File: src/rtl/wb_exc_commit.sv
// Writeback stage register with exception/ERTN commit, CSR/GPR write gating and fetch redirect handshake.
// Optional build macro WB_EX_STAT_EN: enables the saturating committed-exception counter on ex_count.
module wb_exc_commit #(
    parameter int unsigned FLUSH_MIN_CYCLES = 1
) (
    input  logic        clk,
    input  logic        reset,
    input  logic        ms_to_ws_valid,
    output logic        ws_allow_in,
    input  logic [31:0] ms_pc,
    input  logic [31:0] ms_vaddr,
    input  logic [4:0]  ms_ex_flags,
    input  logic        ms_is_ertn,
    input  logic        ms_csr_we,
    input  logic [13:0] ms_csr_num,
    input  logic [31:0] ms_csr_wmask,
    input  logic [31:0] ms_csr_wvalue,
    input  logic        ms_rf_we,
    input  logic [4:0]  ms_rf_waddr,
    input  logic [31:0] ms_rf_wdata,
    input  logic        has_int,
    input  logic [31:0] csr_eentry,
    input  logic [31:0] csr_era,
    output logic        wb_ex,
    output logic [5:0]  wb_ecode,
    output logic [8:0]  wb_esubcode,
    output logic [31:0] wb_pc,
    output logic [31:0] wb_vaddr,
    output logic        ertn_flush,
    output logic        csr_we,
    output logic [13:0] csr_num,
    output logic [31:0] csr_wmask,
    output logic [31:0] csr_wvalue,
    output logic        rf_we,
    output logic [4:0]  rf_waddr,
    output logic [31:0] rf_wdata,
    output logic        pipe_flush,
    output logic        redirect_valid,
    output logic [31:0] redirect_pc,
    input  logic        redirect_ready,
    output logic [31:0] ex_count
);

    localparam int unsigned CNT_W = 4;
    localparam logic [5:0] ECODE_INT  = 6'h00;
    localparam logic [5:0] ECODE_ADEF = 6'h08;
    localparam logic [5:0] ECODE_ALE  = 6'h09;
    localparam logic [5:0] ECODE_SYS  = 6'h0B;
    localparam logic [5:0] ECODE_BRK  = 6'h0C;
    localparam logic [5:0] ECODE_INE  = 6'h0D;

    typedef enum logic {S_RUN, S_REDIR} state_t;

    // ex_flags bit order: {ale, brk, sys, ine, adef}
    typedef struct packed {
        logic [31:0] pc;
        logic [31:0] vaddr;
        logic [4:0]  ex_flags;
        logic        is_ertn;
        logic        csr_we;
        logic [13:0] csr_num;
        logic [31:0] csr_wmask;
        logic [31:0] csr_wvalue;
        logic        rf_we;
        logic [4:0]  rf_waddr;
        logic [31:0] rf_wdata;
    } ws_t;

    state_t           state_q, state_d;
    logic             ws_valid_q, ws_valid_d;
    ws_t              ws_q, ws_d;
    logic [CNT_W-1:0] cnt_q, cnt_d;
    logic             redir_valid_q, redir_valid_d;
    logic [31:0]      redir_pc_q, redir_pc_d;
    logic             flush_q, flush_d;

    logic             commit, ex_hit, ertn_hit, normal, load;
    logic [5:0]       ecode;
    logic [31:0]      ex_vaddr;

    // Commit decode and exception priority
    always_comb begin
        commit   = ws_valid_q && (state_q == S_RUN);
        ex_hit   = commit && (has_int || (ws_q.ex_flags != 5'd0));
        ertn_hit = commit && !ex_hit && ws_q.is_ertn;
        normal   = commit && !ex_hit && !ertn_hit;
        ecode    = ECODE_INT;
        ex_vaddr = 32'd0;
        if (has_int) begin
            ecode = ECODE_INT;
        end else if (ws_q.ex_flags[0]) begin
            ecode    = ECODE_ADEF;
            ex_vaddr = ws_q.pc;
        end else if (ws_q.ex_flags[2]) begin
            ecode = ECODE_SYS;
        end else if (ws_q.ex_flags[3]) begin
            ecode = ECODE_BRK;
        end else if (ws_q.ex_flags[1]) begin
            ecode = ECODE_INE;
        end else if (ws_q.ex_flags[4]) begin
            ecode    = ECODE_ALE;
            ex_vaddr = ws_q.vaddr;
        end
    end

    assign ws_allow_in = (state_q == S_RUN) && (!ws_valid_q || commit);
    assign load        = ms_to_ws_valid && ws_allow_in;

    assign wb_ex       = ex_hit;
    assign wb_ecode    = ex_hit ? ecode : 6'd0;
    assign wb_esubcode = 9'd0;
    assign wb_pc       = ws_q.pc;
    assign wb_vaddr    = ex_hit ? ex_vaddr : 32'd0;
    assign ertn_flush  = ertn_hit;
    assign csr_we      = normal && ws_q.csr_we;
    assign csr_num     = ws_q.csr_num;
    assign csr_wmask   = ws_q.csr_wmask;
    assign csr_wvalue  = ws_q.csr_wvalue;
    assign rf_we       = normal && ws_q.rf_we;
    assign rf_waddr    = ws_q.rf_waddr;
    assign rf_wdata    = ws_q.rf_wdata;

    assign pipe_flush     = flush_q;
    assign redirect_valid = redir_valid_q;
    assign redirect_pc    = redir_pc_q;

    // Stage register; a younger instruction accepted alongside a redirecting commit is wrong-path and dropped
    always_comb begin
        ws_d       = ws_q;
        ws_valid_d = ws_valid_q;
        if (commit) begin
            ws_valid_d = 1'b0;
        end
        if (load) begin
            ws_d.pc         = ms_pc;
            ws_d.vaddr      = ms_vaddr;
            ws_d.ex_flags   = ms_ex_flags;
            ws_d.is_ertn    = ms_is_ertn;
            ws_d.csr_we     = ms_csr_we;
            ws_d.csr_num    = ms_csr_num;
            ws_d.csr_wmask  = ms_csr_wmask;
            ws_d.csr_wvalue = ms_csr_wvalue;
            ws_d.rf_we      = ms_rf_we;
            ws_d.rf_waddr   = ms_rf_waddr;
            ws_d.rf_wdata   = ms_rf_wdata;
            ws_valid_d      = !(ex_hit || ertn_hit);
        end
    end

    // Redirect FSM: hold redirect until accepted and the minimum flush window has elapsed
    always_comb begin
        state_d       = state_q;
        cnt_d         = cnt_q;
        redir_valid_d = redir_valid_q;
        redir_pc_d    = redir_pc_q;
        case (state_q)
            S_RUN: begin
                if (ex_hit || ertn_hit) begin
                    redir_pc_d    = ex_hit ? csr_eentry : csr_era;
                    redir_valid_d = 1'b1;
                    cnt_d         = CNT_W'(FLUSH_MIN_CYCLES);
                    state_d       = S_REDIR;
                end
            end
            S_REDIR: begin
                cnt_d = (cnt_q == '0) ? '0 : cnt_q - CNT_W'(1);
                if (redir_valid_q && redirect_ready && (cnt_q == '0)) begin
                    redir_valid_d = 1'b0;
                    state_d       = S_RUN;
                end
            end
            default: state_d = S_RUN;
        endcase
        flush_d = (state_d == S_REDIR);
    end

    always_ff @(posedge clk or posedge reset) begin
        if (reset) begin
            state_q       <= S_RUN;
            ws_valid_q    <= 1'b0;
            ws_q          <= '0;
            cnt_q         <= '0;
            redir_valid_q <= 1'b0;
            redir_pc_q    <= 32'd0;
            flush_q       <= 1'b0;
        end else begin
            state_q       <= state_d;
            ws_valid_q    <= ws_valid_d;
            ws_q          <= ws_d;
            cnt_q         <= cnt_d;
            redir_valid_q <= redir_valid_d;
            redir_pc_q    <= redir_pc_d;
            flush_q       <= flush_d;
        end
    end

`ifdef WB_EX_STAT_EN
    logic [31:0] ex_count_q;

    always_ff @(posedge clk or posedge reset) begin
        if (reset) begin
            ex_count_q <= 32'd0;
        end else if (ex_hit && (ex_count_q != 32'hFFFF_FFFF)) begin
            ex_count_q <= ex_count_q + 32'd1;
        end
    end

    assign ex_count = ex_count_q;
`else
    assign ex_count = 32'd0;
`endif

endmodule

File: config.mk
export PLATFORM = sky130hd
export DESIGN_NAME = wb_exc_commit
export DESIGN_NICKNAME = d
export VERILOG_FILES = /design/src/rtl/wb_exc_commit.sv
export SDC_FILE = /design/constraint.sdc
export NUM_CORES = 1
export LEC_CHECK = 0
export CORE_AREA = 5 5 199 201
export DETAILED_ROUTE_END_ITERATION = 8
export DIE_AREA = 0 0 204 206
export HOLD_SLACK_MARGIN = 0.12
export PLACE_DENSITY_LB_ADDON = 0.3
export RECOVER_POWER = 25
export SKIP_CTS_REPAIR_TIMING = 1
export SLEW_MARGIN = 0
export SYNTH_ARGS = -nofsm -noshare
export SYNTH_HDL_FRONTEND = slang
export SYNTH_SLANG_ARGS = --single-unit
File: constraint.sdc
create_clock -name clk -period 19.95 [get_ports clk]
set_input_delay 3.99 -clock clk [delete_from_list [all_inputs] [get_ports clk]]
set_output_delay 3.99 -clock clk [all_outputs]
set_load 0.02 [all_outputs]
Word level (Yosys, flattened, before mapping):

Cells that the tools add are included.

* word-level logic and storage cells: 69
* input port bits: 256
* flip-flop bits (word level): 226
* output and inout port bits: 265

* eq/ne operators: 2
* bitwise logic cells: 1
* reductions and logical operators: 23
* multiplexer cells: 26
* $add $sub $neg: 1

Operators by type and width (count)
* 2-to-1 mux 32 bit: 8
* 2-to-1 mux 4 bit: 8
* logical AND 1 bit: 11
* case mux 4 bit (2 select lines): 1
* 2-to-1 mux 1 bit: 6
* 2-to-1 mux 6 bit: 1
* nonzero test 5 bit: 1
* logical NOT 1 bit: 4
* logical NOT 4 bit: 1
* != test 2 x 1 -> 1 bit, second input constant: 2
* case mux 1 bit (2 select lines): 2
* AND reduction 2 bit: 2
* subtractor 4 x 1 -> 4 bit, second input constant: 1
* logical OR 1 bit: 3
* nonzero test 2 bit: 1
* NOT 1 bit: 1

Depth between registers and ports, before layout:

* depth in word-level cells: 9
* depth in mapped cells: 7
* mapped depth without buffers: 5

Worst setup path before layout:

Ideal clock, no wire load.

* path kind: in2out
* start: input port has_int
* end: output port ertn_flush
* required time: 15.960 ns
* arrival time: 5.084 ns
* cell stages on the path: 4
* buffers on the path: 2
* setup slack: 10.876 ns
* path through: or3_1 > buf_6 > buf_6 > nor3_1

* word-level cells in the longest chain between the ends: 5

Ends and longest elaborated chain
* start: declaration: RTL line 21 `input logic has_int,`
* logical OR 1 bit: RTL line 84 `ex_hit = commit && (has_int || (ws_q.ex_flags != 5'd0));`
* logical AND 1 bit: RTL line 84
* logical NOT 1 bit: RTL line 85 `ertn_hit = commit && !ex_hit && ws_q.is_ertn;`
* logical AND 1 bit (2 in a row): RTL line 85
* end: declaration: RTL line 29 `output logic ertn_flush,`

Every way passes these cells.

Worst setup path after layout:

* start: input port ms_to_ws_valid
* end: register ws_q, in the netlist csr_wmask[9]

* word-level cells in the longest chain between the ends: 1

Ends and longest elaborated chain
* start: declaration: RTL line 8 `input logic ms_to_ws_valid,`
* logical AND 1 bit: RTL line 107 `assign load = ms_to_ws_valid && ws_allow_in;`
* end signal: assignment: RTL line 189 `ws_q <= ws_d;`
* end: declaration: RTL line 71 `ws_t ws_q, ws_d;`

Every way passes these cells.
A chain may end at the register's enable or synchronous reset.

==> impl_metrics.tcl <==
set metrics [dict create \
    tns_ns 0 \
    ant_nets 0 \
    async_flop_share_pct 100 \
    status "finished, violations left" \
    utilization_pct 42.1 \
    yosysSeqAreaShare_pct 51.3 \
    path_class "input pin to flip-flop" \
    avgSynthCellArea_sq_um 12.1 \
    period_needed_ns 13.31 \
    synth_flop_cell "dfrtp_1" \
    leakage_nw 6.39 \
    insertion_delay_ns 0.53 \
    syn_area_sq_um 11000 \
    regArea_sq_um 5660 \
    netlist_instances 908 \
    start_util_pct 29.5 \
    ys_types 37 \
    worstPathArrival_ns 13.73 \
    fin_total_pwr_mw 2.56 \
    grt_setup_unrepaired "false" \
    wl_per_cell_um 18.9 \
    antenna_found_initial 1 \
    gp_congestion 0.774 \
    synth.mux.area_fraction_pct 18.8 \
    drcViolationCount 0 \
    setup_viol 0 \
    place_hpwl_um 23800 \
    grt_pass1_vias 8475 \
    overflow 0 \
    synth_fa_ha_area_share_pct 0.227 \
    finalCritPeriodShare_pct 66.7 \
    hold_violations 0 \
    p_per_area_nw_per_um2 163 \
    yosysMostFrequentCell "dfrtp_1" \
    ys_ff_latch 226 \
    num_rows 71 \
    stdcell_area_sq_um 15800 \
    synth_edf_count 0 \
    clock.fmax_mhz 75.1 \
    synth_xor_area_share_pct 0 \
    p_int_mw 1.66 \
    cts_made_buffers 27 \
    startpoint_type "input pin" \
    yosys.area.top_type_share_pct 51.3 \
    ios 521 \
    whs_ns 0.481 \
    wl_um 33000 \
    worstPathCellList "dlygate4sd3_1 > nor2b_1 > clkbuf_1 > mux2_2" \
    multi_input_area_sq_um 3550 \
    drive_above_1_share_pct 19.7 \
    port_buffers 477 \
    pwr-share-seq_pct 32.6 \
    synth_top_family_by_area "multiplexers" \
    cp_max_fo 169 \
    swShare_pct 35.2 \
    synth_top_cells_by_count "dfrtp_1, buf_4, mux2_2, nor2_1, clkbuf_1" \
    die_w_um 204 \
    clkPwrFrac_pct 19.7 \
    drt-vias-per-instance 4.42 \
    syn_to_final_growth_pct 43.0 \
    cts_sinks 226 \
    min_path_type "flip-flop to flip-flop" \
    grt_pass1_wl_um 49900 \
    cts_tree "yes" \
    first_iter_violations 194 \
    end_kind "flip-flop" \
    track_usage_pct 14.9 \
    max_slew_margin_pct -512 \
    die-area_sq_um 42000 \
    slowest_delay_ns 6.28 \
    synth_compound_area_share_pct 7.30 \
    die_h_um 206 \
    core_area_sq_um 37400 \
    synth.largest_area_cell "dfrtp_1" \
    first_pass_iters 4 \
    ctsLongestPathBuffers 3 \
    critPathRequiredTime_ns 20.37 \
    netSwitchingPower_uw 904 \
    cts-root-buf "clkbuf_16" \
    violations "capacitance limit, slew limit" \
    ys_top_cells_by_area "dfrtp_1, mux2_2, buf_4" \
    ys_warn_count 0 \
    tightest_slew_ns 9.18 \
    nets 1477 \
    fillers 3540 \
    grt_max_degree 170 \
    htree_levels 1 \
    fin_worst_skew_ns 0.0108 \
    cp_slowest_cell "clkbuf_1" \
    dpl_cell_area_sq_um 15000 \
    combPwrFrac_pct 47.7 \
    vias 7741 \
    cap_violations 4 \
    yosys.area_share.simple_pct 5.64 \
    peakVddDrop_mv 0.0730 \
    drv_slew 309 \
    clk_pin_slew_ns 0.06 \
]
## area by class of cell
cell class | count | area share [%]
sequential | 226 | 35.9
timing repair buffer | 485 | 30.6
multi-input combinational | 437 | 22.6
clock buffer | 39 | 5.08
tap | 511 | 4.06
inverter | 42 | 1.01
clock inverter | 9 | 0.762
antenna | 1 | 0.0159
## layer usage
layer / vias to the layer above / routed length (um) / GRT usage (%)
li1: 3544 / - / -
met3: 53 / 3400 / 6.09
met5: - / 0 / 0
met4: 0 / 837 / 3.83
met2: 345 / 15800 / 24.9
met1: 3799 / 13000 / 17.8
## flip-flops by register name, summed over array words and instances, names as in the netlist
register,cells
redirect_valid,1
ws_q,40
pipe_flush,1
csr_wvalue,32
ws_valid_q,1
rf_wdata,32
redirect_pc,32
csr_num,14
wb_pc,32
rf_waddr,5
csr_wmask,32
cnt_q,4
## cells by family (layout without fill, tap and decap cells)
logic type / after synthesis / in the layout
adders and majority gates: 2 / 2
other: 1 / 44
AOI/OAI and AO/OA: 83 / 83
and+or+nand+nor: 125 / 125
DFF: 226 / 226
buffers and inverters: 287 / 575
muxes: 184 / 184
## power groups by stage
| stage | Sequential (mW) | Combinational, mW | Clock [mW] |
|---|---|---|---|
| floorplan | 0.840 | 0.875 | 0 |
| global placement | 0.835 | 1.22 | 0 |
| detailed placement | 0.843 | 1.23 | 0 |
| CTS | 0.840 | 1.23 | 0.523 |
| global route | 0.870 | 1.30 | 0.545 |
| finish | 0.836 | 1.22 | 0.505 |
## per-stage QoR
| step | cells | worst slack [ns] |
|---|---|---|
| finish | 1750 | 6.64 |
| global route | 1749 | 5.73 |
| CTS | 1749 | 9.59 |
| detailed placement | 1701 | 9.59 |
| global placement | 1701 | 9.60 |
| floorplan | 950 | 9.77 |
## layout by cell type, fill, tap and decap left out, types with 4 or more instances in the layout
master             n
dfrtp_1          226
clkbuf_16         27
nor3_1             5
inv_1             41
clkinv_2           6
conb_1            43
nor2_1            67
clkdlybuf4s50_1  443
o21ai_0            6
nand2_1            4
nor4_1            32
a221oi_1          29
dlygate4sd3_1     34
mux2_2           182
clkbuf_1           6
a22oi_1           32
buf_4              6
clkbuf_8           8
## final timing paths
kind / startpoint / to / slack, ns / cells past startpoint
worst max-delay path: ms_to_ws_valid / csr_wmask[9]$_DFFE_PP0P_ / 6.64 / 4
worst min-delay path: redirect_valid$_DFFE_PP0P_ / pipe_flush$_DFF_PP0_ / 0.48 / 1
worst max register to register: pipe_flush$_DFF_PP0_ / csr_wmask[9]$_DFFE_PP0P_ / 10.10 / 3
worst min register to register: redirect_valid$_DFFE_PP0P_ / pipe_flush$_DFF_PP0_ / 0.48 / 1
max in group asynchronous: reset / pipe_flush$_DFF_PP0_ / 12.76 / 3
min in group asynchronous: reset / csr_wmask[8]$_DFFE_PP0P_ / 5.00 / 2
## critical path, delay by kind of cell
kind	cells	cell delay, ns
buffers and inverters	2	6.80
muxes	1	1.04
and+or+nand+nor	1	1.47
No activity file was read; power rests on OpenSTA's default activity.
